==> config.mk <==
export PLATFORM = sky130hd
export DESIGN_NAME = sram_axi_bridge
export DESIGN_NICKNAME = d
export VERILOG_FILES = /design/src/rtl/axi_pkg.sv /design/src/rtl/sram_axi_bridge.sv
export SDC_FILE = /design/constraint.sdc
export NUM_CORES = 1
export LEC_CHECK = 0
export ABC_AREA = 0
export CAP_MARGIN = 30
export CORE_AREA = 2 2 121 123
export DETAILED_ROUTE_END_ITERATION = 8
export DIE_AREA = 0 0 123 125
export PLACE_DENSITY_LB_ADDON = 0.05
export SLEW_MARGIN = 10
export SYNTH_ARGS = -nofsm -noshare
export SYNTH_HDL_FRONTEND = slang
export SYNTH_SLANG_ARGS = --single-unit
==> constraint.sdc <==
create_clock -name clk -period 2.3 [get_ports clk]
set_input_delay 0.46 -clock clk [delete_from_list [all_inputs] [get_ports clk]]
set_output_delay 0.46 -clock clk [all_outputs]
set_load 0.03 [all_outputs]
==> src/rtl/axi_pkg.sv <==
// Shared AXI3 constants, bridge state encoding and the write-strobe decode
// used by the SRAM-like to AXI3 bridge.
package axi_pkg;

  typedef enum logic [2:0] {
    IDLE    = 3'd0,
    RD_ADDR = 3'd1,
    RD_DATA = 3'd2,
    WR_REQ  = 3'd3,
    WR_RESP = 3'd4
  } state_t;

  localparam logic [1:0] AXI_BURST_INCR = 2'b01;
  localparam logic [1:0] AXI_RESP_OKAY  = 2'b00;

  localparam logic [1:0] SIZE_BYTE = 2'b00;
  localparam logic [1:0] SIZE_HALF = 2'b01;
  localparam logic [1:0] SIZE_WORD = 2'b10;

  function automatic logic [3:0] strb_decode(
    input logic [1:0] size,
    input logic [1:0] lsb
  );
    logic [3:0] s;
    s = 4'b1111;
    unique case (1'b1)
      (size == SIZE_BYTE): s = 4'b0001 << lsb;
      (size == SIZE_HALF): s = lsb[1] ? 4'b1100 : 4'b0011;
      default:             s = 4'b1111;
    endcase
    return s;
  endfunction

endpackage

==> src/rtl/sram_axi_bridge.sv <==
// Data-cache SRAM-like responder issuing one single-beat AXI3 access at a time.
// Optional SRAM_AXI_ERR_EN: sticky bus_err on non-OKAY R/B responses.
module sram_axi_bridge
  import axi_pkg::*;
#(
  parameter int                    ID_WIDTH = 4,
  parameter logic [ID_WIDTH-1:0]   RD_ID    = 4'd0,
  parameter logic [ID_WIDTH-1:0]   WR_ID    = 4'd1
) (
  input  logic                clk,
  input  logic                rst,
  input  logic                req,
  input  logic                wr,
  input  logic [1:0]          size,
  input  logic [31:0]         addr,
  input  logic [31:0]         wdata,
  output logic                addr_ok,
  output logic                data_ok,
  output logic [31:0]         rdata,
  output logic [ID_WIDTH-1:0] arid,
  output logic [31:0]         araddr,
  output logic [3:0]          arlen,
  output logic [2:0]          arsize,
  output logic [1:0]          arburst,
  output logic [1:0]          arlock,
  output logic [3:0]          arcache,
  output logic [2:0]          arprot,
  output logic                arvalid,
  input  logic                arready,
  input  logic [ID_WIDTH-1:0] rid,
  input  logic [31:0]         rdata_axi,
  input  logic [1:0]          rresp,
  input  logic                rlast,
  input  logic                rvalid,
  output logic                rready,
  output logic [ID_WIDTH-1:0] awid,
  output logic [31:0]         awaddr,
  output logic [3:0]          awlen,
  output logic [2:0]          awsize,
  output logic [1:0]          awburst,
  output logic [1:0]          awlock,
  output logic [3:0]          awcache,
  output logic [2:0]          awprot,
  output logic                awvalid,
  input  logic                awready,
  output logic [ID_WIDTH-1:0] wid,
  output logic [31:0]         wdata_axi,
  output logic [3:0]          wstrb,
  output logic                wlast,
  output logic                wvalid,
  input  logic                wready,
  input  logic [ID_WIDTH-1:0] bid,
  input  logic [1:0]          bresp,
  input  logic                bvalid,
  output logic                bready,
  output logic                bus_err
);

  state_t      state_q, state_d;
  logic        wr_q;
  logic [1:0]  size_q;
  logic [31:0] addr_q;
  logic [31:0] wdata_q;
  logic        aw_done_q, aw_done_d;
  logic        w_done_q, w_done_d;
  logic        aw_now, w_now;
  logic        r_hs, b_hs;
  logic        unused;

  assign r_hs   = rready & rvalid;
  assign b_hs   = bready & bvalid;
  assign aw_now = aw_done_q | (awvalid & awready);
  assign w_now  = w_done_q | (wvalid & wready);

  always_ff @(posedge clk) begin
    if (rst) begin
      state_q   <= IDLE;
      aw_done_q <= 1'b0;
      w_done_q  <= 1'b0;
      wr_q      <= 1'b0;
      size_q    <= SIZE_BYTE;
      addr_q    <= '0;
      wdata_q   <= '0;
    end else begin
      state_q   <= state_d;
      aw_done_q <= aw_done_d;
      w_done_q  <= w_done_d;
      if (state_q == IDLE && req) begin
        wr_q    <= wr;
        size_q  <= size;
        addr_q  <= addr;
        wdata_q <= wdata;
      end
    end
  end

  always_comb begin
    state_d   = state_q;
    aw_done_d = aw_done_q;
    w_done_d  = w_done_q;
    addr_ok   = 1'b0;
    data_ok   = 1'b0;
    case (state_q)
      IDLE: begin
        addr_ok = req & ~rst;
        if (req)
          state_d = wr ? WR_REQ : RD_ADDR;
      end
      RD_ADDR: begin
        if (arready)
          state_d = RD_DATA;
      end
      RD_DATA: begin
        if (rvalid) begin
          data_ok = 1'b1;
          state_d = IDLE;
        end
      end
      WR_REQ: begin
        // both halves done, possibly this very cycle: flags rearm for next write
        if (aw_now && w_now) begin
          state_d   = WR_RESP;
          aw_done_d = 1'b0;
          w_done_d  = 1'b0;
        end else begin
          aw_done_d = aw_now;
          w_done_d  = w_now;
        end
      end
      WR_RESP: begin
        if (bvalid) begin
          data_ok = 1'b1;
          state_d = IDLE;
        end
      end
      default: state_d = IDLE;
    endcase
  end

  assign rdata = rdata_axi;

  assign arid    = RD_ID;
  assign araddr  = addr_q;
  assign arlen   = 4'd0;
  assign arsize  = {1'b0, size_q};
  assign arburst = AXI_BURST_INCR;
  assign arlock  = 2'b00;
  assign arcache = 4'd0;
  assign arprot  = 3'd0;
  assign arvalid = (state_q == RD_ADDR);
  assign rready  = (state_q == RD_DATA);

  assign awid    = WR_ID;
  assign awaddr  = addr_q;
  assign awlen   = 4'd0;
  assign awsize  = {1'b0, size_q};
  assign awburst = AXI_BURST_INCR;
  assign awlock  = 2'b00;
  assign awcache = 4'd0;
  assign awprot  = 3'd0;
  assign awvalid = (state_q == WR_REQ) & ~aw_done_q;

  assign wid       = WR_ID;
  assign wdata_axi = wdata_q;
  assign wstrb     = strb_decode(size_q, addr_q[1:0]);
  assign wlast     = 1'b1;
  assign wvalid    = (state_q == WR_REQ) & ~w_done_q;
  assign bready    = (state_q == WR_RESP);

`ifdef SRAM_AXI_ERR_EN
  always_ff @(posedge clk) begin
    if (rst)
      bus_err <= 1'b0;
    else if ((r_hs && rresp != AXI_RESP_OKAY) ||
             (b_hs && bresp != AXI_RESP_OKAY))
      bus_err <= 1'b1;
  end
  assign unused = ^{rid, bid, rlast, wr_q};
`else
  assign bus_err = 1'b0;
  assign unused  = ^{rid, bid, rlast, wr_q, rresp, bresp, r_hs, b_hs};
`endif

endmodule

---- Word level (Yosys, flattened, before mapping) ----
Index checks and enable logic that the tools add are counted.
operators by class
  bitwise gates (word level) .............. 10
  reduce and logical (&&, ||, !) cells .... 5
  equality and inequality tests ........... 10
  shift operators ......................... 1
  mux-type cells .......................... 15
operators with widths
  cell                   count
  $mux W3                5
  $pmux W3 S5            1
  $ne A2 B2 Y1 const B   4
  $pmux W4 S2            1
  $eq A3 B2 Y1 const B   2
  $and A1 B1 Y1          5
  $mux W1                5
  $reduce_and A5 Y1      1
  $mux W4                1
  $shl A1 B2 Y4 const A  1
  $eq A3 B1 Y1 const B   1
  $eq A3 B3 Y1 const B   1
  $logic_not A3 Y1       1
  $not A1 Y1             3
  $eq A2 B1 Y1 const B   1
  $logic_and A1 B1 Y1    2
  $logic_not A2 Y1       1
  $mux W2                1
  $ne A2 B1 Y1 const B   1
  $or A1 B1 Y1           2
  $pmux W1 S2            1
word-level totals
  register bits after elaboration ......... 71
  word-level logic and storage cells ...... 47
  input port bits ......................... 120
  output and inout port bits .............. 189

---- Longest topological paths before layout ----
  depth in word-level cells ............... 7
  gate-level depth with buffers ........... 6

---- Worst setup path before layout ----
OpenSTA, ideal clock, no wires.
  path kind ............................... reg2out
  from .................................... register state_q[0]
  to ...................................... output data_ok
  data arrival time ....................... 1.802 ns
  path buffers ............................ 1
  slack ................................... 0.038 ns
  required time ........................... 1.840 ns
  cell stages (with the launch flop) ...... 4
  path through ............................ dfxtp_1 clkbuf_1 nor3b_1 a22o_1
on the way
  longest elaborated chain between the ends .. 2
  elaborated cells on any way between the ends .. 3
ends and longest elaborated chain
  item                    RTL line                RTL
  start, declared         sram_axi_bridge.sv:59   state_t state_q, state_d;
  start signal, assigned  sram_axi_bridge.sv:85   state_q <= state_d;
  $eq A3 B3 Y1            --
  net bready              sram_axi_bridge.sv:55   output logic bready,
  $pmux W1 S2             sram_axi_bridge.sv:103  case (state_q)
  end, declared           sram_axi_bridge.sv:18   output logic data_ok,
The timed path passes the listed nets, and every way through them passes these cells.

---- Final worst setup path ----
  from .................................... register addr_q[0], in the netlist araddr[0]
  to ...................................... output wstrb[0]
on the way
  longest elaborated chain between the ends .. 2
ends and longest elaborated chain
  item                    RTL line               RTL
  start, declared         sram_axi_bridge.sv:62  logic [31:0] addr_q;
  start signal, assigned  sram_axi_bridge.sv:91  addr_q <= addr;
  $shl A1 B2 Y4           axi_pkg.sv:27          (size == SIZE_BYTE): s = 4'b0001 << lsb;
  $pmux W4 S2             axi_pkg.sv:26          unique case (1'b1)
  end, declared           sram_axi_bridge.sv:48  output logic [3:0] wstrb,
No other way between the ends.

==> run summary <==
Clock Tree Buf Depth -> 2
FMAX -> 458 MHz
Syn Area/Cell -> 7.71 um2
IO buf count -> 185
Hold Violations, Final -> 0
Async SR Flop Fraction -> 0%
CP endpoint kind -> output pin
Layout area overhead -> 49.7%
CP startpoint -> araddr[0]
r2r setup slk -> 0.56 ns
post-route antenna net violation count -> 0
Final period util -> 94.9%
Worst path slowest cell -> clkdlybuf4s50_1
postcts setup bufs -> 0
Max transition margin -> 65.7%
EDFF count, synth -> 0
grt total ovfl -> 0
Die Height -> 125 um
initial antenna violation count -> 0
met2 usage -> 20.5%
met1 GRT Util -> 15.2%
sequential area share after synthesis -> 40.8%
non-filler instance count after layout -> 754
setup TNS -> 0 ns
Detailed Route WL -> 10100 um
Worst-Margin Slew -> 0.514 ns
DP HPWL -> 7070 um
largest cells by area after synthesis -> dfxtp_1 (41%), buf_4 (24%), nand2_1 (14%), a21oi_1 (9.9%), clkbuf_1 (1.5%)
Final setup viols -> 0
reg-to-reg endpoint -> wdata_axi[10]
largest net degree at the start of global routing -> 72
GPL Wtd Cong -> 0.670
Die X -> 123 um
Synth Instances -> 452
nets -> 687
worst-path cell chain -> nor2b_1 > o21bai_1 > clkdlybuf4s50_1
synthesized area -> 0.00349 mm2
worst reg2reg path depth -> 5
critical path required time -> 1.84 ns
CTS tree -> yes
# DRC -> 0
worst clock skew -> 0.00656 ns
share of layout cells above drive strength 1 -> 5.09%
Core Area -> 0.0142 mm2
TritonCTS Buffers -> 9
Skew-Pair Late Insertion Delay -> 0.33 ns
Rows -> 44
Max FO, Critical Path -> 5
vias per cell -> 4.01
commonest cells in the netlist -> nand2_1 (133), buf_4 (113), dfxtp_1 (71)
worst endpoint data arrival time -> 1.72 ns
Ports -> 309
vias post-DR -> 3025
Leakage -> 0.00207 uW
n_diodes -> 0
First-pass DRT Iterations -> 4
# hold bufs at CTS -> 0
GRT Overall Usage -> 13.1%
met3 usage -> 5.93%
Synth Register Bits -> 71
Final min period -> 2.18 ns
RSZ-0062 raised after global routing -> false
die area -> 0.0154 mm2
worst setup path endpoint -> wstrb[0]
vias in the first global route -> 2900
Slew Limit Fails -> 0
CP startpoint kind -> flop
root buffer selected by CTS -> clkbuf_16
area share of the largest cell type after synthesis -> 40.8%
H-tree depth -> 3
top-count cell post-synth -> nand2_1
Reg clk slew, reported paths -> 0.06 ns
Yosys warning count -> 0
first-pass GRT wire length -> 15500 um
HP Start -> wdata_axi[17]
Placed Instances -> 740
Worst R2R Start -> state_q[2]
Initial Util -> 24.6%
most common flop cell mapped by yosys -> dfxtp_1
post-synthesis cell type count -> 29
CP peak stage delay -> 0.71 ns
cell taking the most area after synthesis -> dfxtp_1
Starting DRT DRC Count -> 125
status -> finished, final reports clean
max cap viols -> 0
Setup CP Type -> flop to output pin
Hold Crit Class -> flop to flop
pwr dens -> 801 mW/mm2
Max VDD drop -> 0.281 mV
busiest grt layer -> met2
drt wl/cell -> 13.4 um
CTS sink cnt -> 71
-- sequential cells by signal (all words and copies together) (netlist names) --
register	flops
araddr	32
aw_done_q	1
size_q	2
state_q	3
w_done_q	1
wdata_axi	32
-- logic make-up after synthesis --
kind of cell | count (synthesis) | synth area share, %
compound gates | 80 | 12.4
buf+inv | 139 | 28.0
flops | 71 | 40.8
other cells | 2 | 0.215
simple gates | 160 | 18.7
-- how the worst min path moves through the flow --
stage	to	slack [ns]	cells after the start
after floorplan	w_done_q	0.51	2
after global placement	wdata_axi[17]	0.44	2
after detailed placement	wdata_axi[11]	0.45	2
after CTS	wdata_axi[17]	0.46	2
after global routing	wdata_axi[23]	0.47	2
final	wdata_axi[17]	0.45	2
-- cells in the final DEF (no fill, tap or decap), drive strengths merged, types with 2 or more instances in the layout --
cell and n:
nand3 2, nor3 2, inv 3, nand3b 2, nand2 133, bufinv 3
nor2 12, nor2b 3, dlygate4sd2 4, a21oi 69, dfxtp 71, clkdlybuf4s50 176
conb 46, clkbuf 10, buf 13, dlymetal6s2s 3, o21bai 4
-- power by group --
group	switching [uW]	internal, uW
logic	712	474
registers	72.4	1330
clock network	519	1070
total	1300	2880
-- worst max-delay path: cells and delay by family, from the launching register on --
kind                   cells  cell delay [ns]
buffers and inverters      1             0.71
flip-flops                 1             0.37
AND/OR/NAND/NOR            1             0.17
AO/OA/AOI/OAI              1             0.14
-- cell type report --
type / instances / area, um2
clock buffers: 10 / 239
clock inverters: 4 / 95.1
fillers: 1483 / 8980
inverters: 3 / 11.3
multi-input cells: 286 / 1270
flip-flops and latches: 71 / 1420
well taps: 184 / 230
repair buffers: 196 / 1950
-- metrics by stage --
step	area [um2]	hold slack, ns	worst slack [ns]	utilization [%]	total power [uW]
after global routing	5220	0.472	0.000697	36.8	4390
after CTS	5210	0.456	0.0109	36.7	4270
final	5220	0.450	0.118	36.8	4180
after global placement	4880	0.442	-0.0858	34.4	2630
after detailed placement	4880	0.448	-0.0825	34.4	2630
after floorplan	3650	0.508	0.0378	-	2330
-- metal layers --
layer  wire length, um  part of all wire, %
met1              4210                   42
met5                 0                    0
met3              1180                   12
met4               243                  2.4
met2              4470                   44
-- repair_timing --
action	4_1_cts	5_1_grt
resized for setup	5	3
hold endpoints to repair	0	0
setup endpoints to repair	5	3
No activity file was read; power rests on OpenSTA's default activity.
